**config.mk**
```make
export PLATFORM = sky130hd
export DESIGN_NAME = tail_light_sequencer_flat
export DESIGN_NICKNAME = d
export VERILOG_FILES = /design/src/rtl/tl_pkg.sv /design/src/rtl/tail_light_sequencer_if.sv /design/src/rtl/tl_mode_reg.sv /design/src/rtl/tail_light_sequencer.sv /design/src/flat_wrapper.sv
export SDC_FILE = /design/constraint.sdc
export NUM_CORES = 1
export LEC_CHECK = 0
export ABC_CLOCK_PERIOD_IN_PS = 1800
export BUFFER_PORTS_ARGS = -buffer_cell sky130_fd_sc_hd__buf_4
export CAP_MARGIN = 20
export CORE_MARGIN = 2
export CORE_UTILIZATION = 40
export DETAILED_ROUTE_END_ITERATION = 7
export GPL_ROUTABILITY_DRIVEN = 0
export PLACE_DENSITY_LB_ADDON = 0.1
export SYNTH_ARGS = -nofsm -noshare
export SYNTH_HDL_FRONTEND = slang
export SYNTH_SLANG_ARGS = --single-unit
```
**constraint.sdc**
```tcl
create_clock -name clock -period 1.8 [get_ports clock]
set_input_delay 0.09 -clock clock [delete_from_list [all_inputs] [get_ports clock]]
set_output_delay 0.09 -clock clock [all_outputs]
set_load 0.05 [all_outputs]
```
**src/rtl/tl_pkg.sv**
```systemverilog
// Shared definitions for the tail light sequencer: mode encodings, turn
// pattern constants and the request priority function.
package tl_pkg;

  localparam int MODE_W = 3;

  typedef enum logic [MODE_W-1:0] {
    MODE_IDLE   = 3'b000,
    MODE_LEFT   = 3'b001,
    MODE_RIGHT  = 3'b010,
    MODE_LBREAK = 3'b011,
    MODE_RBREAK = 3'b100,
    MODE_BREAK  = 3'b101,
    MODE_HAZARD = 3'b110
  } mode_t;

  localparam logic [2:0] TURN_S0   = 3'b001;
  localparam logic [2:0] TURN_S1   = 3'b011;
  localparam logic [2:0] TURN_S2   = 3'b111;
  localparam logic [2:0] TURN_S3   = 3'b000;
  localparam logic [2:0] LAMPS_OFF = 3'b000;
  localparam logic [2:0] LAMPS_ON  = 3'b111;

  function automatic logic [2:0] turn_pattern(input logic [1:0] step);
    logic [2:0] pat;
    case (step)
      2'd0:    pat = TURN_S0;
      2'd1:    pat = TURN_S1;
      2'd2:    pat = TURN_S2;
      default: pat = TURN_S3;
    endcase
    return pat;
  endfunction

  // Left+right together is treated as a hazard request, above brake.
  function automatic mode_t request_mode(input logic left, input logic right,
                                         input logic brake, input logic hazard);
    mode_t m;
    if (hazard || (left && right)) m = MODE_HAZARD;
    else if (brake && left)        m = MODE_LBREAK;
    else if (brake && right)       m = MODE_RBREAK;
    else if (brake)                m = MODE_BREAK;
    else if (left)                 m = MODE_LEFT;
    else if (right)                m = MODE_RIGHT;
    else                           m = MODE_IDLE;
    return m;
  endfunction

endpackage

```
**src/rtl/tail_light_sequencer_if.sv**
```systemverilog
// Switch inputs and lamp/status outputs of the tail light sequencer.
// Level signals only, no handshake: switches are sampled every rising edge.
interface tail_light_sequencer_if;
  logic       left;
  logic       right;
  logic       brake;
  logic       hazard;
  logic [2:0] lamps_l;
  logic [2:0] lamps_r;
  logic [2:0] mode;
  logic [1:0] step;

  modport master (
    output left, right, brake, hazard,
    input  lamps_l, lamps_r, mode, step
  );

  modport slave (
    input  left, right, brake, hazard,
    output lamps_l, lamps_r, mode, step
  );
endinterface

```
**src/rtl/tl_mode_reg.sv**
```systemverilog
// Mode register: holds the current lamp mode, resets asynchronously to IDLE.
module tl_mode_reg
  import tl_pkg::*;
(
  input  logic  clock,
  input  logic  reset,
  input  logic  load,
  input  mode_t d,
  output mode_t q
);

  always_ff @(posedge clock or negedge reset) begin
    if (!reset)    q <= MODE_IDLE;
    else if (load) q <= d;
  end

endmodule

```
**src/rtl/tail_light_sequencer.sv**
```systemverilog
// Tail light sequencer top: request priority, prescaler, step counter and
// combinational lamp decode around the tl_mode_reg mode register.
module tail_light_sequencer
  import tl_pkg::*;
#(
  parameter int TICK_DIV = 4
) (
  input logic                  clock,
  input logic                  reset,
  tail_light_sequencer_if.slave bus
);

  localparam logic [15:0] PRESC_LAST = 16'(TICK_DIV - 1);

  mode_t       req;
  mode_t       mode_q;
  logic [15:0] presc_q;
  logic [1:0]  step_q;
  logic        tick;
  logic        mode_load;
  logic [2:0]  lamps_l;
  logic [2:0]  lamps_r;

  always_comb req = request_mode(bus.left, bus.right, bus.brake, bus.hazard);

  assign tick = (presc_q == PRESC_LAST);

  // Leaving IDLE is immediate; any other mode change waits for a tick.
  always_comb begin
    mode_load = 1'b0;
    if (mode_q == MODE_IDLE) mode_load = (req != MODE_IDLE);
    else if (tick)           mode_load = (req != mode_q);
  end

  tl_mode_reg u_mode_reg (
    .clock (clock),
    .reset (reset),
    .load  (mode_load),
    .d     (req),
    .q     (mode_q)
  );

  always_ff @(posedge clock or negedge reset) begin
    if (!reset) begin
      presc_q <= '0;
      step_q  <= '0;
    end else begin
      if (mode_q == MODE_IDLE || tick) presc_q <= '0;
      else                             presc_q <= presc_q + 16'd1;

      if (mode_load)                             step_q <= 2'd0;
      else if (mode_q != MODE_IDLE && tick)      step_q <= step_q + 2'd1;
    end
  end

  always_comb begin
    lamps_l = LAMPS_OFF;
    lamps_r = LAMPS_OFF;
    unique case (mode_q)
      MODE_LEFT:   lamps_l = turn_pattern(step_q);
      MODE_RIGHT:  lamps_r = turn_pattern(step_q);
      MODE_LBREAK: begin
        lamps_l = turn_pattern(step_q);
        lamps_r = LAMPS_ON;
      end
      MODE_RBREAK: begin
        lamps_l = LAMPS_ON;
        lamps_r = turn_pattern(step_q);
      end
      MODE_BREAK: begin
        lamps_l = LAMPS_ON;
        lamps_r = LAMPS_ON;
      end
      MODE_HAZARD: begin
        lamps_l = step_q[0] ? LAMPS_OFF : LAMPS_ON;
        lamps_r = step_q[0] ? LAMPS_OFF : LAMPS_ON;
      end
      default: begin
        lamps_l = LAMPS_OFF;
        lamps_r = LAMPS_OFF;
      end
    endcase
  end

  assign bus.lamps_l = lamps_l;
  assign bus.lamps_r = lamps_r;
  assign bus.mode    = mode_q;
  assign bus.step    = step_q;

endmodule

```
**src/flat_wrapper.sv**
```systemverilog
// flat-port wrapper written by rule: the top's interface ports become plain ports
module tail_light_sequencer_flat import tl_pkg::*;
#(
  parameter int TICK_DIV = 4
)
  (clock, reset, bus_left, bus_right, bus_brake, bus_hazard, bus_lamps_l, bus_lamps_r, bus_mode, bus_step);
  tail_light_sequencer_if bus_i ();
  input logic clock;
  input logic reset;
  input wire logic [$bits(bus_i.left)-1:0] bus_left;
  input wire logic [$bits(bus_i.right)-1:0] bus_right;
  input wire logic [$bits(bus_i.brake)-1:0] bus_brake;
  input wire logic [$bits(bus_i.hazard)-1:0] bus_hazard;
  output wire logic [$bits(bus_i.lamps_l)-1:0] bus_lamps_l;
  output wire logic [$bits(bus_i.lamps_r)-1:0] bus_lamps_r;
  output wire logic [$bits(bus_i.mode)-1:0] bus_mode;
  output wire logic [$bits(bus_i.step)-1:0] bus_step;
  assign bus_i.left = bus_left;
  assign bus_i.right = bus_right;
  assign bus_i.brake = bus_brake;
  assign bus_i.hazard = bus_hazard;
  assign bus_lamps_l = bus_i.lamps_l;
  assign bus_lamps_r = bus_i.lamps_r;
  assign bus_mode = bus_i.mode;
  assign bus_step = bus_i.step;
  tail_light_sequencer #(.TICK_DIV(TICK_DIV)) u_core (.clock(clock), .reset(reset), .bus(bus_i));
endmodule
```
* Word-level counts from Yosys, hierarchy flattened
Cells that the tools add are included.
Word-level totals: register bits 21, bits of input ports 6, word-level logic and storage cells 45, output and inout bits 11
Cells by class: mux-type cells 15, reduce and logical (&&, ||, !) cells 15, add/sub/neg operators 2, eq/ne operators 10
Operator list (number):
- one-hot mux 3 bit (3 select lines) | 3
- 2-to-1 mux 3 bit | 6
- adder 16 x 1 -> 16 bit (second input constant) | 1
- == test 16 x 2 -> 1 bit (second input constant) | 1
- 2-to-1 mux 16 bit | 1
- == test 3 bit (second input constant) | 3
- OR reduction 2 bit | 4
- == test 3 x 2 -> 1 bit (second input constant) | 2
- 2-to-1 mux 2 bit | 3
- nonzero test 3 bit | 2
- logical AND 1 bit | 4
- == test 3 x 1 -> 1 bit (second input constant) | 1
- zero test 3 bit | 1
- inequality test 3 bit | 1
- adder 2 x 1 -> 2 bit (second input constant) | 1
- == test 2 x 1 -> 1 bit (second input constant) | 1
- == test 2 bit (second input constant) | 1
- zero test 2 bit | 1
- logical OR 1 bit | 2
- 2-to-1 mux 1 bit | 2
- nonzero test 2 bit | 1

* Depth between registers and ports, before layout
word-level depth 10, depth in mapped cells 7, mapped depth without buffers 6

* By module
Synthesis repeated with hierarchy kept, for this count alone.
Second synthesis, totals: cell total of the unflattened synthesis 133, area total of the unflattened synthesis 1199.9 um2
By module, submodules not included:
- tail_light_sequencer | instances 1, seq. area each 450.4 um2, area each 1091.0 um2, cells an instance 127
- tl_mode_reg | instances 1, seq. area each 75.1 um2, area each 108.9 um2, cells an instance 6

* Least setup slack after synthesis
Ideal clock, no wire load.
path kind reg-to-output, start point register u_core.step_q[0] (netlist: u_core.bus.step[0]), end point output port bus_lamps_l[1], arrival time 2.213 ns, cell stages (with the launch flop) 4, required time 1.710 ns, slack -0.503 ns, cells stage by stage dfrtp_1 inv_1 ha_1 o21ai_0
Between the ends: longest elaborated chain between the ends 3, elaborated cells on any way between the ends 6, classes of those cells eq/ne: 2; mux: 3; reduce/logical: 1
Ends and longest elaborated chain:
- from (decl) | line tail_light_sequencer.sv:18 | logic [1:0] step_q;
- from (signal assigned) | line tail_light_sequencer.sv:52 | else if (mode_q != MODE_IDLE && tick) step_q <= step_q + 2'd1;
- == test 2 bit (tied with other cells) | line tl_pkg.sv:26 | case (step)
- one-hot mux 3 bit (3 select lines) | line tl_pkg.sv:26
- one-hot mux 3 bit (3 select lines) * | line tail_light_sequencer.sv:59 | unique case (mode_q)
- to (decl) | line flat_wrapper.sv:14 | output wire logic [$bits(bus_i.lamps_l)-1:0] bus_lamps_l;
Every way passes the cells marked *; elsewhere a longest branch is shown, timed or not.

* Worst setup path in the final report
start point register u_core.u_mode_reg.q[2], end point register u_core.u_mode_reg.q[1]
Between the ends: longest elaborated chain between the ends 3, elaborated cells on any way between the ends 4, classes of those cells eq/ne: 1; mux: 2; reduce/logical: 1
Ends and longest elaborated chain:
- from (decl) | line tl_mode_reg.sv:9 | output mode_t q
- from (signal assigned) | line tl_mode_reg.sv:13 | if (!reset) q <= MODE_IDLE;
- from (signal assigned) | line tl_mode_reg.sv:14 | else if (load) q <= d;
- inequality test 3 bit | line tail_light_sequencer.sv:32 | else if (tick) mode_load = (req != mode_q);
- 2-to-1 mux 1 bit | line tail_light_sequencer.sv:32
- 2-to-1 mux 1 bit * | line tail_light_sequencer.sv:31 | if (mode_q == MODE_IDLE) mode_load = (req != MODE_IDLE);
Marked as above. A chain may end at the register's enable or synchronous reset.

==> metrics list <==
- The flow ran to the end, and the final reports show no timing, DRC or antenna violations.
- Share of the yosys chip area belonging to registers: 40.9%
* Leakage power: between 0.6 and 0.7 nW
* Critical path capture point type: flop
- Number of hold violations in the final report: 0
- First-pass GRT wire length: approximately 4000 um
* Port buffer count: 16
* Netlist area before placement: 0.00128 mm^2
- Cell type with the largest total area after synthesis: sky130_fd_sc_hd__dfrtp_1
* Startpoint types: flop
* N_diodes: 0
- The detail route stage leaves a number of antenna-violating nets equal to 0.
- The floorplan step set the die width to 60.7 um.
- Worst Tran Pin Value: 0.407 ns
- Signal arrival time at the worst endpoint: 1.90 ns
* Std-Cell Rows: 20
- Overall die area: 0.00368 mm^2
* First-pass iteration count of the detailed router: 4
- Global routing consumed, on the met1 layer, 18.4% of the routing resources.
- Period utilisation layout: 94.2%
* Max Clock Skew: 0.00726 ns
- Via Count: ~1.0k
- Across all hold checks on the routed design, the worst slack comes to 0.157 ns.
* Clock-pin slew on the worst setup and hold paths: 0.12 ns
- Number of antenna violations at the first check in global routing: 0
* Area growth syn-to-layout: 17.4%
* Fmax: approximately 590 MHz
- Routing layer with the top usage in global route: met2
- Setup repair after global routing missed its margin: no
- Pin count of the biggest net entering global routing: 22
- Final critical delay including setup and external delays: 1.70 ns
- Fill cells: between 300 and 400
* Sink count of the clock tree: 21
* Fraction of final layout cells with drive strength greater than 1: 26.8%
- The startpoint identified for the worst register-to-register timing path is u_core.u_mode_reg.q[2]$_DFFE_PN0P_.
* Fin cells: 201
- During synthesis, Yosys emitted a total of 0 warnings.
- Cell variety after synth: 35
* Max Cap Viol: 0
- Htree depth: 1
- Cell types with the highest counts after synthesis: 21 x sky130_fd_sc_hd__dfrtp_1, 20 x sky130_fd_sc_hd__nor2_1, 8 x sky130_fd_sc_hd__a21oi_1, 8 x sky130_fd_sc_hd__xnor2_1
- Worst max-slew margin expressed relative to the limit: 72.6%
- For this run, design rule violations remaining after detail routing come to 0.
* Final net count: roughly 170
- EDFF count, synth: 0
- Half-perimeter wire length after detailed placement: 1870 um
- Number of instances in the synthesized netlist: 136
- Each instance of the synthesized netlist takes up on average 9.45 um^2.
- By area the synthesized netlist is led by sky130_fd_sc_hd__dfrtp_1 41%, sky130_fd_sc_hd__nor2_1 5.8%, sky130_fd_sc_hd__xnor2_1 5.5%.
- The clock passes through at most 2 buffers.
- For the worst-skew pair, the clock arrives at the later sink with an insertion delay of 0.30 ns.
* Routed Wire Length: 2520 um
- Max VDD drop: 0.841 mV
- Counting instances, the worst hold path has a depth of 4.
- The worst hold path terminates at u_core.u_mode_reg.q[1]$_DFFE_PN0P_.
- Total congestion overflow: 0
- Predominant post-synthesis flop cell: sky130_fd_sc_hd__dfrtp_1
* Hold WC Path Type: input pin to flop
- First DRT Iteration DRCs: 26
* TritonCTS Buffers: 3
- Count of pins on the block boundary: 17
* TritonCTS clock tree: yes
- All-layer global routing usage: 14.7%
* Power Density: 1530 mW/mm^2
- DP Cell Count: between 150 and 200
- The startpoint identified for the worst hold timing path is bus_hazard.
* Initial standard-cell utilization of the core: approximately 42%
- Summed negative setup slack over all endpoints: 0 ns
- Data on the critical path is required at its endpoint by around 2 ns.
- The setup path with the least slack is of type flop to flop.
* Post-synthesis net count: 145
* Met3 layer usage reported by global route: 1.92%
- Number of cells traversed by the worst register-to-register path: 5
- Vias/cell: 5.08
* Routed len/inst: 12.5 um
- The via count of the first global-routing pass is between 900 and 1k.
- Final-report setup violation count: 0
- Met2 Resource Use GR: 25.7%
- The final max-slew violation count was 0.
- Die Span Y: a little over 60 um
- Portion of synthesized cell area occupied by the leading cell type: 40.9%
- The core region is 0.00305 mm^2.
* Clock root buffer master: sky130_fd_sc_hd__clkbuf_4
* Most used standard cell by instance count after synthesis: sky130_fd_sc_hd__dfrtp_1
* Async S/R FF share, synth: 100%
- Setup slack, reg-to-reg: about 0.10 ns
* Worst r2r dst: u_core.u_mode_reg.q[1]$_DFFE_PN0P_
* Maximum net fanout on the critical path: 12
* Flip-flop and latch count after synthesis: 21
worst max-delay path, cell delays in order (launching register included):
cell and delay, ns:
sky130_fd_sc_hd__dfrtp_2 0.50, sky130_fd_sc_hd__or3_1 0.38, sky130_fd_sc_hd__a21oi_1 0.17, sky130_fd_sc_hd__o32ai_2 0.13, sky130_fd_sc_hd__nand3_2 0.12, sky130_fd_sc_hd__mux2_4 0.29
kinds of logic (layout without fill, tap and decap cells):
kind of cell	Yosys count	in the layout	share of synthesized area (%)
muxes	4	4	4.38
DFF	21	21	40.9
adders and majority gates	3	3	2.92
buffers and inverters	12	33	4.97
and+or+nand+nor	63	63	28.3
AOI/OAI and AO/OA	19	19	8.96
xor gates and xnor gates	14	14	9.54
stage by stage:
stage	setup slack [ns]	power [W]	utilization (%)	cell area (um^2)
global route	0.0562	0.00243	49.4	1510
CTS	0.101	0.00233	49.3	1500
global placement	0.103	0.00208	48.0	1470
finish	0.104	0.00231	49.4	1510
floorplan	-0.304	0.00173	-	1290
detailed placement	0.101	0.00210	48.0	1470
per-layer routing:
metal | wire [um] | share of wire, %
met4 | 18 | 0.72
met2 | 1220 | 48
met1 | 1200 | 48
met3 | 79 | 3.1
met5 | 0 | 0
repair_timing:
item                       in CTS  in global routing
setup endpoints to repair       0                  1
hold buffers                    1                  0
gates resized for setup         0                  1
hold endpoints to repair       21                  0
buffers inserted                0                  0
placed cells by master (no fill, tap or decap), types with 4 or more instances in the layout:
master,instances
sky130_fd_sc_hd__xor2_1,6
sky130_fd_sc_hd__inv_1,7
sky130_fd_sc_hd__nand3_1,7
sky130_fd_sc_hd__xnor2_1,8
sky130_fd_sc_hd__buf_4,21
sky130_fd_sc_hd__a21oi_1,7
sky130_fd_sc_hd__nor3_1,4
sky130_fd_sc_hd__nand4_1,4
sky130_fd_sc_hd__dfrtp_1,19
sky130_fd_sc_hd__nor2_1,20
sky130_fd_sc_hd__o21ai_0,6
worst max path at each step:
stage	from	to	slack (ns)	cells past startpoint
after floorplan	u_core.bus.step[1]$_DFFE_PN0P_	bus_lamps_l[2]	-0.30	3
after global placement	u_core.u_mode_reg.q[2]$_DFFE_PN0P_	u_core.u_mode_reg.q[1]$_DFFE_PN0P_	0.10	5
after detailed placement	u_core.u_mode_reg.q[2]$_DFFE_PN0P_	u_core.u_mode_reg.q[1]$_DFFE_PN0P_	0.10	5
after CTS	u_core.u_mode_reg.q[2]$_DFFE_PN0P_	u_core.u_mode_reg.q[1]$_DFFE_PN0P_	0.10	5
after global routing	u_core.u_mode_reg.q[2]$_DFFE_PN0P_	u_core.u_mode_reg.q[1]$_DFFE_PN0P_	0.06	5
final	u_core.u_mode_reg.q[2]$_DFFE_PN0P_	u_core.u_mode_reg.q[1]$_DFFE_PN0P_	0.10	5
power by group:
| group | internal [W] | leakage [nW] | total, W | switching, W |
|---|---|---|---|---|
| registers | 0.000563 | 0.278 | 0.000715 | 0.000152 |
| clock network | 0.0000828 | 0.0177 | 0.000226 | 0.000143 |
| logic | 0.000481 | 0.375 | 0.00137 | 0.000887 |
state kept, by name, summed over array words and instances, names as in the netlist:
name / cells
u_core.presc_q: 16
u_core.u_mode_reg.q: 3
u_core.bus.step: 2
area by class of cell:
type | count | area, um^2 | area share [%]
repair buffers | 22 | 168 | 11.1
multi-input cells | 103 | 704 | 46.7
well taps | 44 | 55.1 | 3.65
clock inverters | 1 | 5.00 | 0.332
flip-flops and latches | 21 | 528 | 35.0
inverters | 7 | 26.3 | 1.74
clock buffers | 3 | 22.5 | 1.49
Power figures use the tool's default switching activity.
